[src/rtl/seg_pkg.sv]
// -----------------------------------------------------------------------------
// seg_pkg
// Shared constants and types for the seven-segment scanner.
//   - NUM_DIGITS      : digits on the display
//   - SEG_BLANK       : active-low pattern with every segment off
//   - SEG_DIGIT_0..9  : active-low {g,f,e,d,c,b,a} patterns for BCD 0..9
//   - state_t         : scanner state encoding
//   - shadow_t        : frame-aligned copy of the input digits and mode flag
// -----------------------------------------------------------------------------
package seg_pkg;

  localparam int NUM_DIGITS = 4;

  localparam logic [6:0] SEG_BLANK   = 7'h7F;
  localparam logic [6:0] SEG_DIGIT_0 = 7'h40;
  localparam logic [6:0] SEG_DIGIT_1 = 7'h79;
  localparam logic [6:0] SEG_DIGIT_2 = 7'h24;
  localparam logic [6:0] SEG_DIGIT_3 = 7'h30;
  localparam logic [6:0] SEG_DIGIT_4 = 7'h19;
  localparam logic [6:0] SEG_DIGIT_5 = 7'h12;
  localparam logic [6:0] SEG_DIGIT_6 = 7'h02;
  localparam logic [6:0] SEG_DIGIT_7 = 7'h78;
  localparam logic [6:0] SEG_DIGIT_8 = 7'h00;
  localparam logic [6:0] SEG_DIGIT_9 = 7'h10;

  typedef enum logic {
    S_BLANK = 1'b0,
    S_SCAN  = 1'b1
  } state_t;

  typedef struct packed {
    logic       dy;
    logic [3:0] d3;
    logic [3:0] d2;
    logic [3:0] d1;
    logic [3:0] d0;
  } shadow_t;

endpackage

[src/rtl/bcd_to_seg.sv]
// -----------------------------------------------------------------------------
// bcd_to_seg
// Purely combinational BCD to seven-segment decoder, active-low output.
// Codes 10..15 decode to all segments off.
//   bcd : input  4-bit BCD digit
//   seg : output 7-bit active-low segments {g,f,e,d,c,b,a}
// -----------------------------------------------------------------------------
module bcd_to_seg
  import seg_pkg::*;
(
  input  logic [3:0] bcd,
  output logic [6:0] seg
);

  always_comb begin
    case (bcd)
      4'd0:    seg = SEG_DIGIT_0;
      4'd1:    seg = SEG_DIGIT_1;
      4'd2:    seg = SEG_DIGIT_2;
      4'd3:    seg = SEG_DIGIT_3;
      4'd4:    seg = SEG_DIGIT_4;
      4'd5:    seg = SEG_DIGIT_5;
      4'd6:    seg = SEG_DIGIT_6;
      4'd7:    seg = SEG_DIGIT_7;
      4'd8:    seg = SEG_DIGIT_8;
      4'd9:    seg = SEG_DIGIT_9;
      default: seg = SEG_BLANK;
    endcase
  end

endmodule

[src/rtl/seven_seg_scan.sv]
// -----------------------------------------------------------------------------
// seven_seg_scan
// Time-multiplexes four BCD digits onto a 4-digit seven-segment display.
// Inputs are copied into a shadow only at frame boundaries, so upstream
// changes mid-frame never tear the displayed value.
//   clock      : input  system clock, rising edge
//   reset      : input  synchronous active-high reset
//   num3..num0 : input  BCD digits, num3 leftmost (an[3]), num0 rightmost
//   date_year  : input  0 = date mode (dp after digit 2), 1 = year mode
//   seg        : output segments {g,f,e,d,c,b,a}
//   dp         : output decimal point
//   an         : output digit enables, an[i] drives digit i
//   frame_done : output one-cycle pulse when a 4-digit frame completes
// Parameters:
//   REFRESH_DIV : cycles each digit stays lit (>= 2)
//   ACTIVE_LOW  : 1 = active-low an/seg/dp, 0 = all three inverted
// -----------------------------------------------------------------------------
module seven_seg_scan
  import seg_pkg::*;
#(
  parameter int REFRESH_DIV = 100000,
  parameter bit ACTIVE_LOW  = 1'b1
) (
  input  logic       clock,
  input  logic       reset,
  input  logic [3:0] num3,
  input  logic [3:0] num2,
  input  logic [3:0] num1,
  input  logic [3:0] num0,
  input  logic       date_year,
  output logic [6:0] seg,
  output logic       dp,
  output logic [3:0] an,
  output logic       frame_done
);

  localparam int                 CNT_W   = $clog2(REFRESH_DIV);
  localparam logic [CNT_W-1:0]   CNT_MAX = CNT_W'(REFRESH_DIV - 1);

  // XOR masks that flip the active-low internal encoding when the board
  // wants active-high drive.
  localparam logic [3:0] AN_POL  = {4{~ACTIVE_LOW}};
  localparam logic [6:0] SEG_POL = {7{~ACTIVE_LOW}};
  localparam logic       DP_POL  = ~ACTIVE_LOW;

  localparam logic [3:0] AN_OFF  = 4'hF ^ AN_POL;
  localparam logic [6:0] SEG_OFF = SEG_BLANK ^ SEG_POL;
  localparam logic       DP_OFF  = 1'b1 ^ DP_POL;

  logic [CNT_W-1:0] cnt;
  logic [1:0]       idx;
  state_t           state;
  shadow_t          sh;

  logic             tick;
  state_t           nxt_state;
  logic [1:0]       nxt_idx;
  shadow_t          nxt_sh;
  logic             frame_end;
  logic [3:0]       nxt_digit;
  logic [6:0]       dec_seg;
  logic [3:0]       an_al;
  logic             dp_al;
  shadow_t          live;

  assign tick = (cnt == CNT_MAX);
  assign live = '{dy: date_year, d3: num3, d2: num2, d1: num1, d0: num0};

  // Next-state values are computed here so that the registered outputs can
  // be decoded from the digit and shadow that become current on this edge.
  always_comb begin
    // NOTE: every signal gets a default first, so no path leaves one
    // unassigned and no latch is inferred.
    nxt_state = state;
    nxt_idx   = idx;
    nxt_sh    = sh;
    frame_end = 1'b0;
    if (tick) begin
      if (state == S_BLANK) begin
        nxt_state = S_SCAN;
        nxt_idx   = 2'd0;
        nxt_sh    = live;
      end else if (idx == 2'd3) begin
        nxt_idx   = 2'd0;
        nxt_sh    = live;
        frame_end = 1'b1;
      end else begin
        nxt_idx   = idx + 2'd1;
      end
    end
  end

  always_comb begin
    nxt_digit = nxt_sh.d0;
    case (nxt_idx)
      2'd0: nxt_digit = nxt_sh.d0;
      2'd1: nxt_digit = nxt_sh.d1;
      2'd2: nxt_digit = nxt_sh.d2;
      2'd3: nxt_digit = nxt_sh.d3;
      default: nxt_digit = nxt_sh.d0;
    endcase
  end

  bcd_to_seg u_bcd_to_seg (
    .bcd (nxt_digit),
    .seg (dec_seg)
  );

  assign an_al = ~(4'b0001 << nxt_idx);
  // Decimal point separates day and month ("11.14"); never lit in year mode.
  assign dp_al = !((nxt_idx == 2'd2) && !nxt_sh.dy);

  always_ff @(posedge clock) begin
    // NOTE: the shadow is a handful of flops, not a memory, so it is reset
    // along with the rest of the state.
    if (reset) begin
      cnt        <= '0;
      idx        <= 2'd0;
      state      <= S_BLANK;
      sh         <= '0;
      frame_done <= 1'b0;
      an         <= AN_OFF;
      seg        <= SEG_OFF;
      dp         <= DP_OFF;
    end else begin
      // NOTE: non-blocking assignments keep every flop sampling the
      // pre-edge values, independent of statement order.
      cnt        <= tick ? '0 : cnt + 1'b1;
      idx        <= nxt_idx;
      state      <= nxt_state;
      sh         <= nxt_sh;
      frame_done <= frame_end;
      if (nxt_state == S_SCAN) begin
        an  <= an_al ^ AN_POL;
        seg <= dec_seg ^ SEG_POL;
        dp  <= dp_al ^ DP_POL;
      end else begin
        an  <= AN_OFF;
        seg <= SEG_OFF;
        dp  <= DP_OFF;
      end
    end
  end

endmodule
[config.mk]
export PLATFORM = sky130hd
export DESIGN_NAME = seven_seg_scan
export DESIGN_NICKNAME = d
export VERILOG_FILES = /design/src/rtl/seg_pkg.sv /design/src/rtl/bcd_to_seg.sv /design/src/rtl/seven_seg_scan.sv
export SDC_FILE = /design/constraint.sdc
export NUM_CORES = 1
export LEC_CHECK = 0
export CAP_MARGIN = 20
export CORE_MARGIN = 10
export CORE_UTILIZATION = 58
export CTS_CLUSTER_SIZE = 20
export DETAILED_ROUTE_END_ITERATION = 8
export GPL_ROUTABILITY_DRIVEN = 0
export PLACE_DENSITY = 0.82
export SLEW_MARGIN = 20
export SYNTH_ARGS = -nofsm -noshare
export SYNTH_HDL_FRONTEND = slang
export SYNTH_SLANG_ARGS = --single-unit
[constraint.sdc]
create_clock -name clock -period 4.95 [get_ports clock]
set_input_delay 0.99 -clock clock [delete_from_list [all_inputs] [get_ports clock]]
set_output_delay 0.99 -clock clock [all_outputs]
set_load 0.01 [all_outputs]
==> impl_summary.txt <==
----------------------------------------------------
[Route]
  Number of vias per cell ... 5.57
  Initial drt markers ... 137
  Detailed Routing Iterations Pass 1 ... 4
  Total number of vias ... 1798
  Antenna viol nets, final ... 0
  DRC violation count after routing ... 0
  Drt wl/cell ... 14.4 um
  Wire length reported by the detailed router ... 4640 um

[Layout]
  Number of standard cells in the layout, taps in and fillers out ... 323
  Post-route cell area ... 2630 um^2
  NumNets Final ... 300
  Fraction of the core area covered by cells at the end of the flow ... 0.714
  Area growth from synthesis to layout ... 17.7%
  Share of layout cells above drive strength 1 ... 0.0691
  Total inserted antenna cells ... 0

[Run]
  Max Cap Violations ... 0

[Die]
  Die extent in y ... 82.1 um
  I/O pins ... 32
  Row count ... 22
  Initial cell density of the core ... 0.607
  Total Die Area ... 6740 um^2
  Die width ... 82.1 um
  Placeable Area ... 3690 um^2

[Worst setup path]
  Crit Path Max Fanout ... 13
  Cell count of the worst reg-to-reg path ... 9
  CP max-delay cell ... sky130_fd_sc_hd__nor2_2
  Endpoint class of the critical path ... flip-flop
  Worst path cell trace ... ha_1, and4_1, nand4_1, nor2_2, mux2i_1, a22oi_1, nand3_1, nor4_1, a31oi_1
  Kind of cell adding the most delay to the critical path ... simple AND/OR/NAND/NOR gates
  Worst r2r dst ... seg[0]
  Bufs and invs on worst path ... 0
  Startpoint Class ... flip-flop
  Startpoint of the most critical register-to-register path ... cnt[0]
  Max stage delay on crit path ... 0.74 ns
  Data arrival time of the critical path ... 3.56 ns
  Flop2flop setup slack ... 1.55 ns
  WP data required ... 5.11 ns
  Category of the most critical setup path ... reg2reg

[Worst hold path]
  Tightest Hold Check Type ... reg2reg
  Cell depth of the worst min-delay path ... 2
  Critical hold path startpoint ... sh[0]
  Endpoint, Worst Hold ... sh[0]

[Synthesis]
  Cell area after synthesis ... 2240 um^2
  Post-synth top area share ... 0.447
  Top-count cell post-synth ... sky130_fd_sc_hd__dfxtp_1
  Xor-xnor portion of the synthesized cell area ... 0.0509
  Number of instances in the synthesized netlist ... 246
  Cell types occupying the most area after synthesis ... sky130_fd_sc_hd__dfxtp_1 (45%), sky130_fd_sc_hd__mux2i_1 (6.7%), sky130_fd_sc_hd__nor2_1 (6.0%), sky130_fd_sc_hd__xor2_1 (4.3%), sky130_fd_sc_hd__ha_1 (3.9%)
  Complex-gate fraction of the synthesized area ... 0.0822
  Proportion of register bits with asynchronous set or reset after synthesis ... 0
  Post-synthesis simple-gate area fraction ... 0.239
  Cell accounting for the most synthesized area ... sky130_fd_sc_hd__dfxtp_1
  Seq/Total Area, Yosys ... 0.447
  Number of enable-type register cells in the synthesized netlist ... 0
  Yosys Warn Count ... 0
  Post-synthesis share of cell area spent on full adders, half adders and majority gates ... 0.0391
  Top_reg_cell synth ... sky130_fd_sc_hd__dfxtp_1
  Number of storage elements in the synthesis netlist ... 50
  Fraction of synthesized area in multiplexers ... 0.101
  Most common library cells after synthesis ... sky130_fd_sc_hd__dfxtp_1 (50), sky130_fd_sc_hd__nor2_1 (36), sky130_fd_sc_hd__nand2_1 (21), sky130_fd_sc_hd__nand3_1 (16), sky130_fd_sc_hd__mux2i_1 (15)
  Number of nets in the synthesized netlist ... 272
  Main combinational cell family by area after synthesis ... simple AND/OR/NAND/NOR gates
  Mean post-synth cell area ... 9.10 um^2
  Cell variety after synth ... 41

[Timing]
  Count of endpoints failing setup in the final report ... 0
  Share of the clock period used by the worst path after layout ... 0.688
  Transition time of the tightest slew-check pin ... 0.861 ns
  Final clock skew ... 0.00943 ns
  Accumulated negative setup slack ... 0 ns
  Shortest clock period the worst path allows after layout ... 3.40 ns
  Unrepaired setup endpoints after global routing ... no
  Highest Clock Rate ... 294 MHz
  Final hold slack ... 0.479 ns
  Final WS setup ... 1.55 ns
  Count of endpoints failing hold in the final timing report ... 0
  Max Slew Vio Count ... 0
  Normalized max-slew margin ... 0.424

[Placement]
  Worst slack at placement ... 1.61 ns
  Number of placed instances, taps included ... 315
  Total half-perimeter wirelength after legalization and detailed placement ... 3460 um
  Total of buffers placed on input and output ports ... 31
  Placed cell areas ... 2540 um^2

[Clock network]
  Bufs on Longest Clock Path ... 2
  Buffer cell driving the clock tree root ... sky130_fd_sc_hd__clkbuf_8
  CTS H-tree depth ... 2
  Post-CTS Setup Bufs ... 0
  Clock latency at the later pin of the worst-skew pair ... 0.30 ns
  Clock-pin slew on the worst setup and hold paths ... 0.09 ns
  Post_cts resized ... 0
  Clock buffer count from CTS ... 5
  Hold bufs inserted after CTS ... 0
  TritonCTS clock tree ... done
  Clock tree sinks ... 50

[Power and ir drop]
  Max VDD drop ... 234 uV
  Ratio of total power to cell area ... 252 nW/um^2
  Total design power ... 0.664 mW
  LEAKAGE ... 0.969 nW

[Global routing]
  Maximum number of pins on one net before global-route repair ... 25
  Global route total overflow ... 0
  Number of antenna violations at the first check in global routing ... 0
  Total routing usage reported by global routing ... 0.148
  Global-route wire length before repair ... 7980 um
  Via count of the first global-routing pass ... 1705

[Run status]
  Result of the run ... finished, final reports clean

----------------------------------------------------
worst max path at each step:
stage | end | from | slack (ns) | depth (start not counted)
after floorplan | seg[3] | cnt[0] | 2.17 | 12
after global placement | seg[4] | cnt[0] | 1.68 | 9
after detailed placement | seg[4] | cnt[0] | 1.61 | 9
after CTS | seg[0] | cnt[0] | 1.59 | 9
after global routing | seg[0] | cnt[0] | 1.13 | 9
final | seg[0] | cnt[0] | 1.55 | 9
placed cells by master, fill, tap and decap left out, drive strengths merged, types with 6 or more instances in the layout:
| cell type | Yosys | final |
|---|---|---|
| xor2 | 11 | 11 |
| a21oi | 13 | 13 |
| nand3 | 16 | 16 |
| nand4 | 9 | 9 |
| clkdlybuf4s50 | 0 | 31 |
| inv | 6 | 6 |
| o21ai | 9 | 9 |
| nor2 | 38 | 38 |
| ha | 7 | 7 |
| mux2i | 16 | 16 |
| nand2 | 21 | 21 |
| dfxtp | 50 | 50 |
sequential cells by signal, summed over array words and instances (netlist names):
signal      cells
dp              1
seg             7
idx             2
sh             17
an              4
state           1
frame_done      1
cnt            17
where the power goes:
part	total, mW	switching (mW)	internal (mW)
Sequential	0.406	0.00203	0.404
Clock	0.234	0.134	0.0995
Combinational	0.0243	0.00948	0.0149
Total	0.664	0.146	0.518
cell type report:
cell class                 count  area [um^2]
clock buffer                   5         68.8
clock inverter                 3         21.3
fill                         281         1050
inverter                       7         26.3
multi-input combinational    179         1150
sequential                    50         1000
tap                           48         60.1
timing repair buffer          31          310
kinds of logic after synthesis:
kind of cell / Yosys count
flops: 50
mux: 20
compound gates: 31
buf+inv: 17
xor+xnor: 13
fa+ha+maj: 7
simple gates: 108
routing by layer:
metal  global-route usage  part of all wire  vias to the layer above
li1                     -                 -                      908
met1                0.198              0.47                      831
met2                0.223              0.46                       55
met3               0.0551             0.067                        4
met4               0.0289            0.0054                        0
met5                    0                 0                        -
tightest hold or removal path, cell delays in order (launching register included):
cell and delay [ns]:
sky130_fd_sc_hd__dfxtp_1 0.33, sky130_fd_sc_hd__nand2_1 0.05, sky130_fd_sc_hd__a21oi_1 0.05
(Power assumes the default switching activity.)
